[config.mk]
export PLATFORM = sky130hd
export DESIGN_NAME = muldiv_unit
export DESIGN_NICKNAME = d
export VERILOG_FILES = /design/src/rtl/muldiv_unit.sv
export SDC_FILE = /design/constraint.sdc
export NUM_CORES = 1
export LEC_CHECK = 0
export ABC_AREA = 1
export CELL_PAD_IN_SITES_DETAIL_PLACEMENT = 1
export CELL_PAD_IN_SITES_GLOBAL_PLACEMENT = 1
export CORE_UTILIZATION = 46
export CTS_BUF_LIST = sky130_fd_sc_hd__clkbuf_4
export DETAILED_ROUTE_END_ITERATION = 10
export PLACE_DENSITY = 0.86
export SKIP_CTS_REPAIR_TIMING = 1
export SYNTH_ARGS = -nofsm -noshare
export SYNTH_HDL_FRONTEND = slang
export SYNTH_SLANG_ARGS = --single-unit
[constraint.sdc]
create_clock -name clk -period 5.2 [get_ports clk]
set_input_delay 1.04 -clock clk [delete_from_list [all_inputs] [get_ports clk]]
set_output_delay 1.04 -clock clk [all_outputs]
set_load 0.1 [all_outputs]
[src/rtl/muldiv_unit.sv]
// rtl/muldiv_unit.sv - iterative MIPS multiply/divide unit owning the HI/LO registers
module muldiv_unit #(
   parameter int WIDTH = 32,
   parameter int CNT_W = 5
) (
   input  logic             clk,
   input  logic             rst_n,
   input  logic             start,
   input  logic [2:0]       op,
   input  logic [WIDTH-1:0] A,
   input  logic [WIDTH-1:0] B,
   output logic             busy,
   output logic             done,
   output logic [WIDTH-1:0] hi,
   output logic [WIDTH-1:0] lo
);
   localparam logic [1:0] S_IDLE = 2'd0;
   localparam logic [1:0] S_RUN  = 2'd1;
   localparam logic [1:0] S_FIX  = 2'd2;

   localparam logic [2:0] OP_MTHI = 3'd4;
   localparam logic [2:0] OP_MTLO = 3'd5;

   localparam logic [CNT_W-1:0] CNT_LAST = CNT_W'(WIDTH - 1);

   logic [1:0]         r_state;
   logic [CNT_W-1:0]   r_cnt;
   logic [2*WIDTH-1:0] r_p;
   logic [WIDTH-1:0]   r_m;
   logic               r_div;
   logic               r_neg_q;
   logic               r_neg_r;
   logic               r_dz;
   logic               r_done;
   logic [WIDTH-1:0]   r_hi;
   logic [WIDTH-1:0]   r_lo;

   logic               w_signed;
   logic [WIDTH-1:0]   w_abs_a;
   logic [WIDTH-1:0]   w_abs_b;
   logic [WIDTH:0]     w_madd;
   logic [2*WIDTH-1:0] w_mstep;
   logic [WIDTH:0]     w_dtop;
   logic               w_dok;
   logic [WIDTH-1:0]   w_drem;
   logic [2*WIDTH-1:0] w_dstep;
   logic [2*WIDTH-1:0] w_prod;
   logic [WIDTH-1:0]   w_quo;
   logic [WIDTH-1:0]   w_rem;

   // MULT and DIV are the even encodings among ops 0-3.
   assign w_signed = ~op[0];
   assign w_abs_a  = (w_signed && A[WIDTH-1]) ? -A : A;
   assign w_abs_b  = (w_signed && B[WIDTH-1]) ? -B : B;

   // Shift-add: r_p = {partial product, remaining multiplier bits}.
   assign w_madd  = {1'b0, r_p[2*WIDTH-1:WIDTH]} + (r_p[0] ? {1'b0, r_m} : {(WIDTH+1){1'b0}});
   assign w_mstep = {w_madd, r_p[WIDTH-1:1]};

   // Restoring divide: r_p = {remainder, dividend bits shifting into quotient}.
   assign w_dtop  = r_p[2*WIDTH-1:WIDTH-1];
   assign w_dok   = (w_dtop >= {1'b0, r_m});
   assign w_drem  = w_dtop[WIDTH-1:0] - r_m;
   assign w_dstep = {(w_dok ? w_drem : w_dtop[WIDTH-1:0]), r_p[WIDTH-2:0], w_dok};

   // A zero divisor leaves the dividend as remainder; only the quotient needs forcing.
   assign w_prod = r_neg_q ? -r_p : r_p;
   assign w_quo  = r_dz ? {WIDTH{1'b1}} : (r_neg_q ? -r_p[WIDTH-1:0] : r_p[WIDTH-1:0]);
   assign w_rem  = r_neg_r ? -r_p[2*WIDTH-1:WIDTH] : r_p[2*WIDTH-1:WIDTH];

   always_ff @(posedge clk or negedge rst_n) begin
      if (!rst_n) begin
         r_state <= S_IDLE;
         r_cnt   <= '0;
         r_p     <= '0;
         r_m     <= '0;
         r_div   <= 1'b0;
         r_neg_q <= 1'b0;
         r_neg_r <= 1'b0;
         r_dz    <= 1'b0;
         r_done  <= 1'b0;
         r_hi    <= '0;
         r_lo    <= '0;
      end else begin
         r_done <= 1'b0;
         case (r_state)
            S_IDLE: begin
               if (start) begin
                  if (!op[2]) begin
                     r_state <= S_RUN;
                     r_cnt   <= '0;
                     r_div   <= op[1];
                     r_m     <= op[1] ? w_abs_b : w_abs_a;
                     r_p     <= {{WIDTH{1'b0}}, (op[1] ? w_abs_a : w_abs_b)};
                     r_neg_q <= w_signed & (A[WIDTH-1] ^ B[WIDTH-1]);
                     r_neg_r <= w_signed & A[WIDTH-1];
                     r_dz    <= op[1] & (B == '0);
                  end else if (op == OP_MTHI) begin
                     r_hi <= A;
                  end else if (op == OP_MTLO) begin
                     r_lo <= A;
                  end
               end
            end
            S_RUN: begin
               r_p   <= r_div ? w_dstep : w_mstep;
               r_cnt <= r_cnt + 1'b1;
               if (r_cnt == CNT_LAST) begin
                  r_state <= S_FIX;
               end
            end
            S_FIX: begin
               if (r_div) begin
                  r_hi <= w_rem;
                  r_lo <= w_quo;
               end else begin
                  r_hi <= w_prod[2*WIDTH-1:WIDTH];
                  r_lo <= w_prod[WIDTH-1:0];
               end
               r_done  <= 1'b1;
               r_state <= S_IDLE;
            end
            default: r_state <= S_IDLE;
         endcase
      end
   end

   assign busy = (r_state != S_IDLE);
   assign done = r_done;
   assign hi   = r_hi;
   assign lo   = r_lo;
endmodule

==> reports/metrics.csv <==
metric,value,unit
H-Tree Depth,4,
fillers,5775,
Detailed Place HPWL,75600,um
Synth cell types,55,
clk slew on worst S/H paths,0.19,ns
power share of the clock group,6.0,%
crit path DAT,2.61,ns
CP Cell Sequence,"nor2_2, inv_2, clkdlybuf4s50_1",
pin count of the biggest net entering global routing,96,
Power Density,764,nW/um2
Max VDD drop,315,uV
count of final hold-check violations,0,
DRT Pass-1 Iters,6,
"EDFF count, synth",0,
Routed WL,93800,um
Die Ht,203,um
Worst Setup Start Kind,register,
Worst EP required,4.16,ns
number of top-level pins,136,
area of the multi-input gates,12100,um2
synthesized area,18600,um2
CTS tree,built,
top sig layer,met5,
initial antenna violation count,3,
clk buf depth,2,
Reg power frac,20.3,%
Num CTS Buffers,17,
vias in the first global route,23500,
sequential element share of the synthesized area,23.2,%
Mapped Cells,3184,
routability congestion estimate,1.04,
P_leak,10.4,nW
CTS Root Cell,clkbuf_4,
post-synthesis async set-or-reset flop share,100,%
ys flop type,dfrtp_1,
gr ovfl total,0,
post-route setup TNS,0,ns
share of layout cells above drive strength 1,4.16,%
first-pass GRT wire length,141000,um
CP endpoint kind,output pin,
Worst path max stage delay,1.13,ns
minimum clock period,3.65,ns
final net count,3396,
status,"complete, no violations",
Util after Layout,51.7,%
Area Growth Syn to Fin,10.8,%
Iter 0 DRT Violations,2424,
Starting Density,46.7,%
Max-Cap Viols,0,
WL met2,40900,um
Clock Latency Late Sink,0.71,ns
internal power,5.59,mW
Routed Antenna Nets,0,
Switch Pwr,10.1,mW
Seq. cell area,4310,um2
final setup fails,0,
Synth top area share,23.2,%
Area contributors post-synth,"dfrtp_1 (23%), nand2_1 (19%), inv_1 (8.8%), nor2_1 (8.5%), nand3_1 (8.5%)",
Die W,203,um
wire per inst,24.7,um
# DRC,0,
total track usage,45.5,%
DRT met1 WL,36900,um
slew of the pin with the lowest slew margin,1.19,ns
Combinational Power Share,73.7,%
hold crit path type,in2async,
synth warn,0,
Fin Clk Skew,0.0466,ns
PortBufs,135,
Critical-path top delay cell,clkdlybuf4s50_1,
# rows,73,
fin. max-slew vios,0,
Core Area,39800,um2
WL met3,9100,um
DR vias/cell,6.13,
sw frac,64.4,%
CP Buf/Inv Count,2,
Top delay family on crit path,buffers and inverters,
syn nets,3326,
crit path kind,reg2out,
fin crit share,70.2,%
RSZ-0062 raised after global routing,no,
"Power, Total",15.7,mW
Critical Path Fanout Max,5,
Max-slew headroom,20.5,%
via count,23300,
"Avg Cell Area, Syn",5.84,um2
Peak Freq,274,MHz
Clock Sinks,172,
Synth area leader,dfrtp_1,
#FFs+latches synth,172,
area of the die,41200,um2
[cells in the mapped netlist, types with 19 or more instances]
cell       number
buf_2          31
nor3_1         31
o21ai_1        19
nand4_1        47
xor2_1         47
o21ai_0       171
clkbuf_1       57
dfrtp_1       172
a2bb2oi_1      20
o211ai_1       28
nor2_1        421
nand3_1       315
a21oi_1       167
inv_1         436
ha_1           70
nand2_1       936
xnor2_1        22
[cells in the final DEF, fill, tap and decap left out, types with 10 or more instances in the layout]
| master | synthesis | final |
|---|---|---|
| nand2_1 | 936 | 936 |
| inv_1 | 436 | 435 |
| nor2_1 | 421 | 420 |
| nand3_1 | 315 | 315 |
| o21ai_0 | 171 | 171 |
| dfrtp_1 | 172 | 171 |
| a21oi_1 | 167 | 167 |
| clkdlybuf4s50_1 | 0 | 134 |
| ha_1 | 70 | 70 |
| xor2_1 | 47 | 47 |
| nand4_1 | 47 | 47 |
| nor3_1 | 31 | 31 |
| o211ai_1 | 28 | 28 |
| buf_4 | 3 | 25 |
| xnor2_1 | 22 | 22 |
| a2bb2oi_1 | 20 | 20 |
| o21ai_1 | 19 | 19 |
| clkbuf_4 | 0 | 18 |
| inv_2 | 14 | 15 |
| a31oi_1 | 15 | 15 |
| a22oi_1 | 15 | 15 |
| nor2_4 | 11 | 12 |
| nand3b_1 | 12 | 12 |
| nor2_2 | 10 | 10 |
| nand2_2 | 10 | 10 |
| o21bai_1 | 10 | 10 |
[final cells by class]
cell class	count	area share (%)
antenna	2	0.0243
clock buffer	18	0.656
clock inverter	14	0.875
inverter	453	8.26
multi-input combinational	2450	58.6
sequential	172	20.9
tap	525	3.19
timing repair buffer	160	7.48
[per-stage QoR]
stage,hold slack (ns),worst slack [ns],instances,instance area (um2)
finish,0.336,1.55,3794,20600
global route,0.421,1.52,3794,20600
CTS,0.389,1.55,3792,20600
detailed placement,0.483,1.25,3760,20300
global placement,0.468,1.35,3760,20300
floorplan,0.447,2.69,3184,18600
[path summary, 6_finish.rpt]
check	startpoint	to	slack, ns	depth (start not counted)
worst min register to register	r_cnt[3]	r_cnt[3]	0.51	1
worst max register to register	r_p[0]	r_p[55]	1.76	14
worst max-delay path	r_state[0]	busy	1.55	3
max in group asynchronous	rst_n	hi[24]	3.65	2
min in group clk	r_cnt[3]	r_cnt[3]	0.51	1
worst min-delay path	rst_n	done	0.34	1
[routing by layer]
| layer | vias up | track usage (%) |
|---|---|---|
| li1 | 10400 | - |
| met1 | 11300 | 57.5 |
| met2 | 1308 | 70.3 |
| met3 | 324 | 9.33 |
| met4 | 2 | 30.1 |
| met5 | - | 0 |
[cells by family after synthesis]
kind of cell / synth area share, %
and+or+nand+nor: 41.9
buffers and inverters: 12.0
AOI/OAI and AO/OA: 14.8
DFF: 23.2
adders and majority gates: 4.93
xor gates and xnor gates: 3.25
[power groups by stage]
| stage | logic (mW) | registers, mW | clock network (mW) |
|---|---|---|---|
| floorplan | 6.50 | 4.16 | 0 |
| CTS | 11.3 | 3.08 | 0.923 |
| detailed placement | 11.2 | 3.10 | 0 |
| global route | 12.5 | 3.17 | 0.974 |
| finish | 11.6 | 3.19 | 0.938 |
| global placement | 10.8 | 3.07 | 0 |
[state kept, by name, indices dropped and copies added, names as in the netlist]
name     count
r_p         64
hi          32
lo          32
r_m         32
r_cnt        5
r_state      2
done         1
r_div        1
r_dz         1
r_neg_q      1
r_neg_r      1
[worst reg2reg max path, cell delays in order (launching register included)]
cell and delay [ns]:
dfrtp_1 0.79, buf_4 0.40, nand2_1 0.19, fa_1 0.47, inv_1 0.08, nand3_1 0.07
nand2_1 0.15, inv_1 0.05, o21ai_0 0.44, nand3_1 0.17, nand3_1 0.17, nand2_1 0.07
nand3_1 0.13, nand3_1 0.10, nand2_1 0.09
(Power assumes the default switching activity.)
